### src/rtl/led_seq_ctrl.sv
// led_seq_ctrl: LED pattern sequencer with a prescaled step tick, an IDLE/RUN/HOLD FSM,
// selectable pattern operations and a 4-phase single-step handshake while held.
// Optional feature macro: LED_PWM_EN. When it is defined, the module adds a duty port and a
// free-running PWM counter that gates the LED drive.

// Combinational step operation applied to the shift register.
module led_seq_op #(
  parameter int LED_W = 4
) (
  input  logic [LED_W-1:0] sr,
  input  logic             dir,     // 0 = left, 1 = right
  input  logic [1:0]       mode,
  output logic [LED_W-1:0] sr_o,
  output logic             dir_o
);

  // Pattern operation for the mode sampled this cycle.
  always_comb begin
    sr_o  = sr;
    dir_o = dir;
    case (mode)
      2'b00: sr_o = {sr[LED_W-2:0], sr[LED_W-1]};
      2'b01: sr_o = {sr[0], sr[LED_W-1:1]};
      2'b10: begin
        // Bounce turns around when the lit edge bit is reached, moving away in the same step.
        if (!dir && sr[LED_W-1]) begin
          dir_o = 1'b1;
          sr_o  = sr >> 1;
        end else if (dir && sr[0]) begin
          dir_o = 1'b0;
          sr_o  = sr << 1;
        end else if (dir) begin
          sr_o = sr >> 1;
        end else begin
          sr_o = sr << 1;
        end
      end
      default: sr_o = ~sr;
    endcase
  end

endmodule

module led_seq_ctrl #(
  parameter int CLK_HZ   = 100_000_000,
  parameter int STEP_HZ  = 1,
  parameter int LED_W    = 4,
  parameter int PWM_BITS = 4
) (
  input  logic                clk,
  input  logic                reset_n,
  input  logic                run,
  input  logic [1:0]          mode,
  input  logic                pattern_ld,
  input  logic [LED_W-1:0]    pattern_in,
  input  logic                step_req,
  output logic                step_ack,
  output logic                tick,
  output logic [1:0]          state,
  output logic [LED_W-1:0]    led
`ifdef LED_PWM_EN
  ,
  input  logic [PWM_BITS-1:0] duty
`endif
);

  localparam int TICK_DIV = CLK_HZ / STEP_HZ;
  localparam int CW       = (TICK_DIV > 2) ? $clog2(TICK_DIV) : 1;
  localparam logic [CW-1:0] CNT_LAST = CW'(TICK_DIV - 1);

  typedef enum logic [1:0] {
    IDLE = 2'b00,
    RUN  = 2'b01,
    HOLD = 2'b10
  } state_t;

  state_t           st_q, st_n;
  logic [CW-1:0]    cnt_q, cnt_n;
  logic [LED_W-1:0] sr_q, sr_n, op_sr;
  logic             dir_q, dir_n, op_dir;
  logic             tick_n, ack_n;
  logic [LED_W-1:0] led_n;
  logic             wrap, step_go, do_op, pwm_on;

  led_seq_op #(.LED_W(LED_W)) u_op (
    .sr    (sr_q),
    .dir   (dir_q),
    .mode  (mode),
    .sr_o  (op_sr),
    .dir_o (op_dir)
  );

`ifdef LED_PWM_EN
  logic [PWM_BITS-1:0] pc;

  // Free-running PWM phase counter, independent of FSM state.
  always_ff @(posedge clk or negedge reset_n) begin
    if (!reset_n) pc <= '0;
    else          pc <= pc + 1'b1;
  end

  assign pwm_on = (pc < duty);
`else
  assign pwm_on = 1'b1;
`endif

  // Next-state, prescaler, pattern and handshake decode.
  always_comb begin
    st_n    = st_q;
    cnt_n   = cnt_q;
    sr_n    = sr_q;
    dir_n   = dir_q;
    wrap    = (st_q == RUN) && (cnt_q == CNT_LAST);
    step_go = (st_q == HOLD) && step_req && !step_ack;
    do_op   = (wrap || step_go) && !pattern_ld;

    case (st_q)
      IDLE:    if (run)  st_n = RUN;
      RUN:     if (!run) st_n = HOLD;
      HOLD:    if (run)  st_n = RUN;
      default: st_n = IDLE;
    endcase

    // Prescaler advances only in RUN; HOLD leaves it where it stopped.
    if (pattern_ld)        cnt_n = '0;
    else if (st_q == RUN)  cnt_n = wrap ? '0 : cnt_q + 1'b1;

    // A load wins over a coincident step; leaving IDLE with an empty pattern seeds one lit LED.
    if (pattern_ld) begin
      sr_n  = pattern_in;
      dir_n = 1'b0;
    end else if (do_op) begin
      sr_n  = op_sr;
      dir_n = op_dir;
    end else if (st_q == IDLE && run && sr_q == '0) begin
      sr_n = LED_W'(1);
    end

    tick_n = wrap;
    // Once acknowledged, ack simply follows the request until it drops, whatever the state.
    ack_n  = step_ack ? step_req : step_go;
    led_n  = (st_n == IDLE) ? '0 : (sr_n & {LED_W{pwm_on}});
  end

  // State, pattern and registered outputs.
  always_ff @(posedge clk or negedge reset_n) begin
    if (!reset_n) begin
      st_q     <= IDLE;
      cnt_q    <= '0;
      sr_q     <= LED_W'(1);
      dir_q    <= 1'b0;
      tick     <= 1'b0;
      step_ack <= 1'b0;
      led      <= '0;
    end else begin
      st_q     <= st_n;
      cnt_q    <= cnt_n;
      sr_q     <= sr_n;
      dir_q    <= dir_n;
      tick     <= tick_n;
      step_ack <= ack_n;
      led      <= led_n;
    end
  end

  assign state = st_q;

endmodule

### config.mk
export PLATFORM = sky130hd
export DESIGN_NAME = led_seq_ctrl
export DESIGN_NICKNAME = d
export VERILOG_FILES = /design/src/rtl/led_seq_ctrl.sv
export SDC_FILE = /design/constraint.sdc
export NUM_CORES = 1
export LEC_CHECK = 0
export BUFFER_PORTS_ARGS = -buffer_cell sky130_fd_sc_hd__buf_4
export CORE_ASPECT_RATIO = 0.75
export CORE_MARGIN = 1.5
export CORE_UTILIZATION = 35
export CTS_BUF_LIST = sky130_fd_sc_hd__clkbuf_16
export DETAILED_ROUTE_END_ITERATION = 6
export PLACE_DENSITY = 0.64
export SKIP_CTS_REPAIR_TIMING = 1
export SLEW_MARGIN = 20
export SYNTH_ARGS = -nofsm -noshare
export SYNTH_HDL_FRONTEND = slang
export SYNTH_SLANG_ARGS = --single-unit
### constraint.sdc
create_clock -name clk -period 5.1 [get_ports clk]
set_input_delay 1.02 -clock clk [delete_from_list [all_inputs] [get_ports clk]]
set_output_delay 1.02 -clock clk [all_outputs]
set_load 0.02 [all_outputs]
==> metrics.md <==
| Metric | Value |
|---|---|
| Outcome | `complete, no violations` |
| Psw | `~0.18 mW` |
| Critical Path AT | `~2.8 ns` |
| # H-tree levels | `2` |
| Minimum clock period | `2.68 ns` |
| # clock sinks | `40` |
| FP Rows | `24` |
| Multi-input gate area | `around 1200 µm²` |
| Static leakage | `1.01 nW` |
| Unique masters post-synth | `46` |
| F_max | `around 370 MHz` |
| Hold Startpoint | `cnt_q[24]` |
| Worst path buffer plus inverter count | `0` |
| Wire length per cell | `around 14 µm` |
| Area grow syn2layout | `16.0%` |
| Total power | `between 0.7 and 0.8 mW` |
| Register-to-Register Setup Slack | `around 2.4 ns` |
| Worst R2R Path Depth | `6` |
| Sequential power share | `0.446` |
| Mapped Cells | `between 200 and 300` |
| Post-route DRC | `0` |
| Setup crit end kind | `register` |
| Post-DP HPWL | `3.58 mm` |
| Synthesized Nets | `267` |
| Clock Pin Slew Worst Setup and Hold Paths | `about 0.06 ns` |
| Insertion delay to the later sink of the worst-skew pair | `approximately 0.28 ns` |
| Register area | `roughly 1000 µm²` |
| Crit-path max FO | `20` |
| Comb pwr share | `0.094` |
| DRT iter0 DRCs | `approximately 130` |
| Setup WS pre-CTS | `roughly 2.4 ns` |
| Final slew viol count | `0` |
| Post-synth EDFFs | `0` |
| Setup Viol. Count Final | `0` |
| Launching point of the worst reg2reg path | `cnt_q[0]` |
| Setup WS post-layout | `about 2.4 ns` |
| Vias per cell | `5.39` |
| Reg2reg end | `cnt_q[14]` |
| Clock skew | `0.00621 ns` |
| Vias | `approximately 1900` |
| Hold path cells | `1` |
| Register area share after synthesis | `0.449` |
| CTS tree | `built` |
| Relative slew slack | `0.465` |
| Switching part of the total power | `0.233` |
| Max IR drop VDD | `0.128 mV` |
| Crit-path leading delay family | `simple AND/OR/NAND/NOR gates` |
| Worst EP required | `between 5 and 6 ns` |
| Crit-path slowest cell | `nor4_1` |
| Cells along the critical path | `ha_1 > nand4_1 > nor4_1 > nand2_1 > nand2_1 > nor2_1` |
| Synth Register Bits | `40` |
| Die boundary width | `~95 µm` |
| Synth Cell Area | `about 2200 µm²` |
| Max-Cap Viols | `0` |
| DRT Pass-1 Iters | `4` |
| Die height | `just over 70 µm` |
| Ports | `19` |
| Initial Util | `0.374` |
| Gpl congestion | `around 0.86` |
| Antenna violations before repair | `0` |
| Layout cells sized above 1 | `0.118` |
| Number of I/O port buffers | `18` |
| Inserted Clock Buffers | `5` |
| Clock power frac | `0.459` |
| Power Internal | `between 0.5 and 0.6 mW` |
| Startpoint Class | `register` |
| Period utilization | `0.526` |
| Tot GR Track Use | `0.165` |
| Total Wirelength | `5.01 mm` |
| Worst setup path class | `register to register` |
| Crit-path most repeated cell | `nand2_1` |
| Setup TNS | `0 ns` |
| Antenna-violating nets left | `0` |
| Worst Hold Class | `register to register` |
| CTS root buf | `clkbuf_16` |
| Mean Syn Cell Area | `between 8 and 9 µm²` |
| Synth warn | `0` |
| Fillers | `approximately 580` |
| Vias in the first global route | `1737` |
| First-pass GRT wire length | `roughly 8.8 mm` |
| Largest net degree at the start of global routing | `41` |
| Placed cell area | `between 2000 and 2500 µm²` |
| Slowest cell delay on critical path | `between 0.7 and 0.8 ns` |
| # diodes | `0` |
| Die area | `approximately 6900 µm²` |
| CTS max path bufs | `2` |
| Design Area, Final | `roughly 2600 µm²` |
| Final hold violation count | `0` |
| Worst-Margin Slew | `0.795 ns` |
| Power per standard cell area | `between 200 and 300 nW/µm²` |
| GRT overflow | `0` |
| Unrepaired setup endpoints after global routing | `no` |
| Nets | `roughly 280` |
| Core area | `5980 µm²` |
| Asr flop ratio synth | `1.00` |
| Post-synth top flop | `dfrtp_1` |
| Hold path endpoint | `cnt_q[24]` |
| Worst setup path start | `cnt_q[0]` |
area by class of cell:
type,count,area share
sequential,40,0.387
timing repair buffer,18,0.0522
inverter,10,0.0145
tap,78,0.0377
multi-input combinational,195,0.446
clock buffer,5,0.0483
clock inverter,3,0.0145
flip-flops by register name, indices dropped and copies added, names as in the netlist:
signal,flops
dir_q,1
tick,1
state,2
sr_q,4
led,4
step_ack,1
cnt_q,27
worst max path at each step:
| stage | endpoint | slack [ns] | cells after the start |
|---|---|---|---|
| 2_1_floorplan | cnt_q[23] | 2.88 | 6 |
| 3_3_place_gp | cnt_q[12] | 2.49 | 6 |
| 4_1_cts | cnt_q[4] | 2.41 | 6 |
| 5_1_grt | cnt_q[8] | 2.10 | 6 |
| 3_5_place_dp | cnt_q[21] | 2.42 | 6 |
| 6_report | cnt_q[14] | 2.42 | 6 |
synthesized netlist by cell type, types with 3 or more instances:
library cell  count  area (µm²)
clkbuf_1          9        33.8
a21o_1            4        30.0
nand2_1          31         116
dfrtp_1          39         976
nand2b_1          4        25.0
nor4_1            5        31.3
a21oi_1          14        70.1
or3_1             4        25.0
nor3_1           12        60.1
inv_1            10        37.5
o211ai_1          3        22.5
o21ai_0           5        25.0
nor2b_1           3        18.8
xnor2_1          16         140
nor2_1           34         128
a31oi_1           3        18.8
nand4_1           7        43.8
xor2_1            4        35.0
nand3_1          12        60.1
or2_2             3        18.8
routing by layer:
layer | global-route usage | share of wire | routed length, µm
met3 | 0.0388 | 0.052 | 261
met4 | 0.0630 | 0.016 | 80
met5 | 0 | 0 | 0
met1 | 0.260 | 0.53 | 2660
met2 | 0.214 | 0.40 | 2010
placed cells by master, fill, tap and decap left out, drive strengths merged, types with 2 or more instances in the layout:
cell type	synthesis	final
a211oi	2	2
a21boi	2	2
a21o	4	4
a21oi	14	14
a311oi	2	2
a31oi	3	3
buf	1	18
clkbuf	9	5
clkinv	0	2
dfrtp	39	39
inv	10	10
nand2	31	31
nand2b	4	4
nand3	13	13
nand4	7	7
nor2	34	34
nor2b	3	3
nor3	12	12
nor3b	2	2
nor4	6	6
o211ai	3	3
o21ai	5	5
o32ai	2	2
or2	3	3
or3	4	4
or4	3	3
or4b	2	2
xnor2	16	16
xor2	4	4
power by group through the flow:
stage / Combinational [mW] / Clock, mW / Sequential (mW)
CTS: 0.0726 / 0.354 / 0.339
global placement: 0.0719 / 0 / 0.345
global route: 0.0797 / 0.371 / 0.341
detailed placement: 0.0724 / 0 / 0.344
floorplan: 0.0375 / 0 / 0.347
finish: 0.0717 / 0.349 / 0.339
stage by stage:
step	instances	util	hold WS, ns
finish	349	0.433	0.502
global route	349	0.433	0.543
CTS	349	0.433	0.496
detailed placement	341	0.406	0.489
global placement	341	0.406	0.479
floorplan	255	-	0.452
kinds of logic after synthesis:
kind of cell               after synthesis  share of synthesized area
buffers and inverters                   20                     0.0342
AOI/OAI and AO/OA                       46                      0.143
DFF                                     40                      0.449
xor gates and xnor gates                20                     0.0785
and+or+nand+nor                        128                      0.290
adders and majority gates                1                    0.00560
No activity file was read; power rests on OpenSTA's default activity.
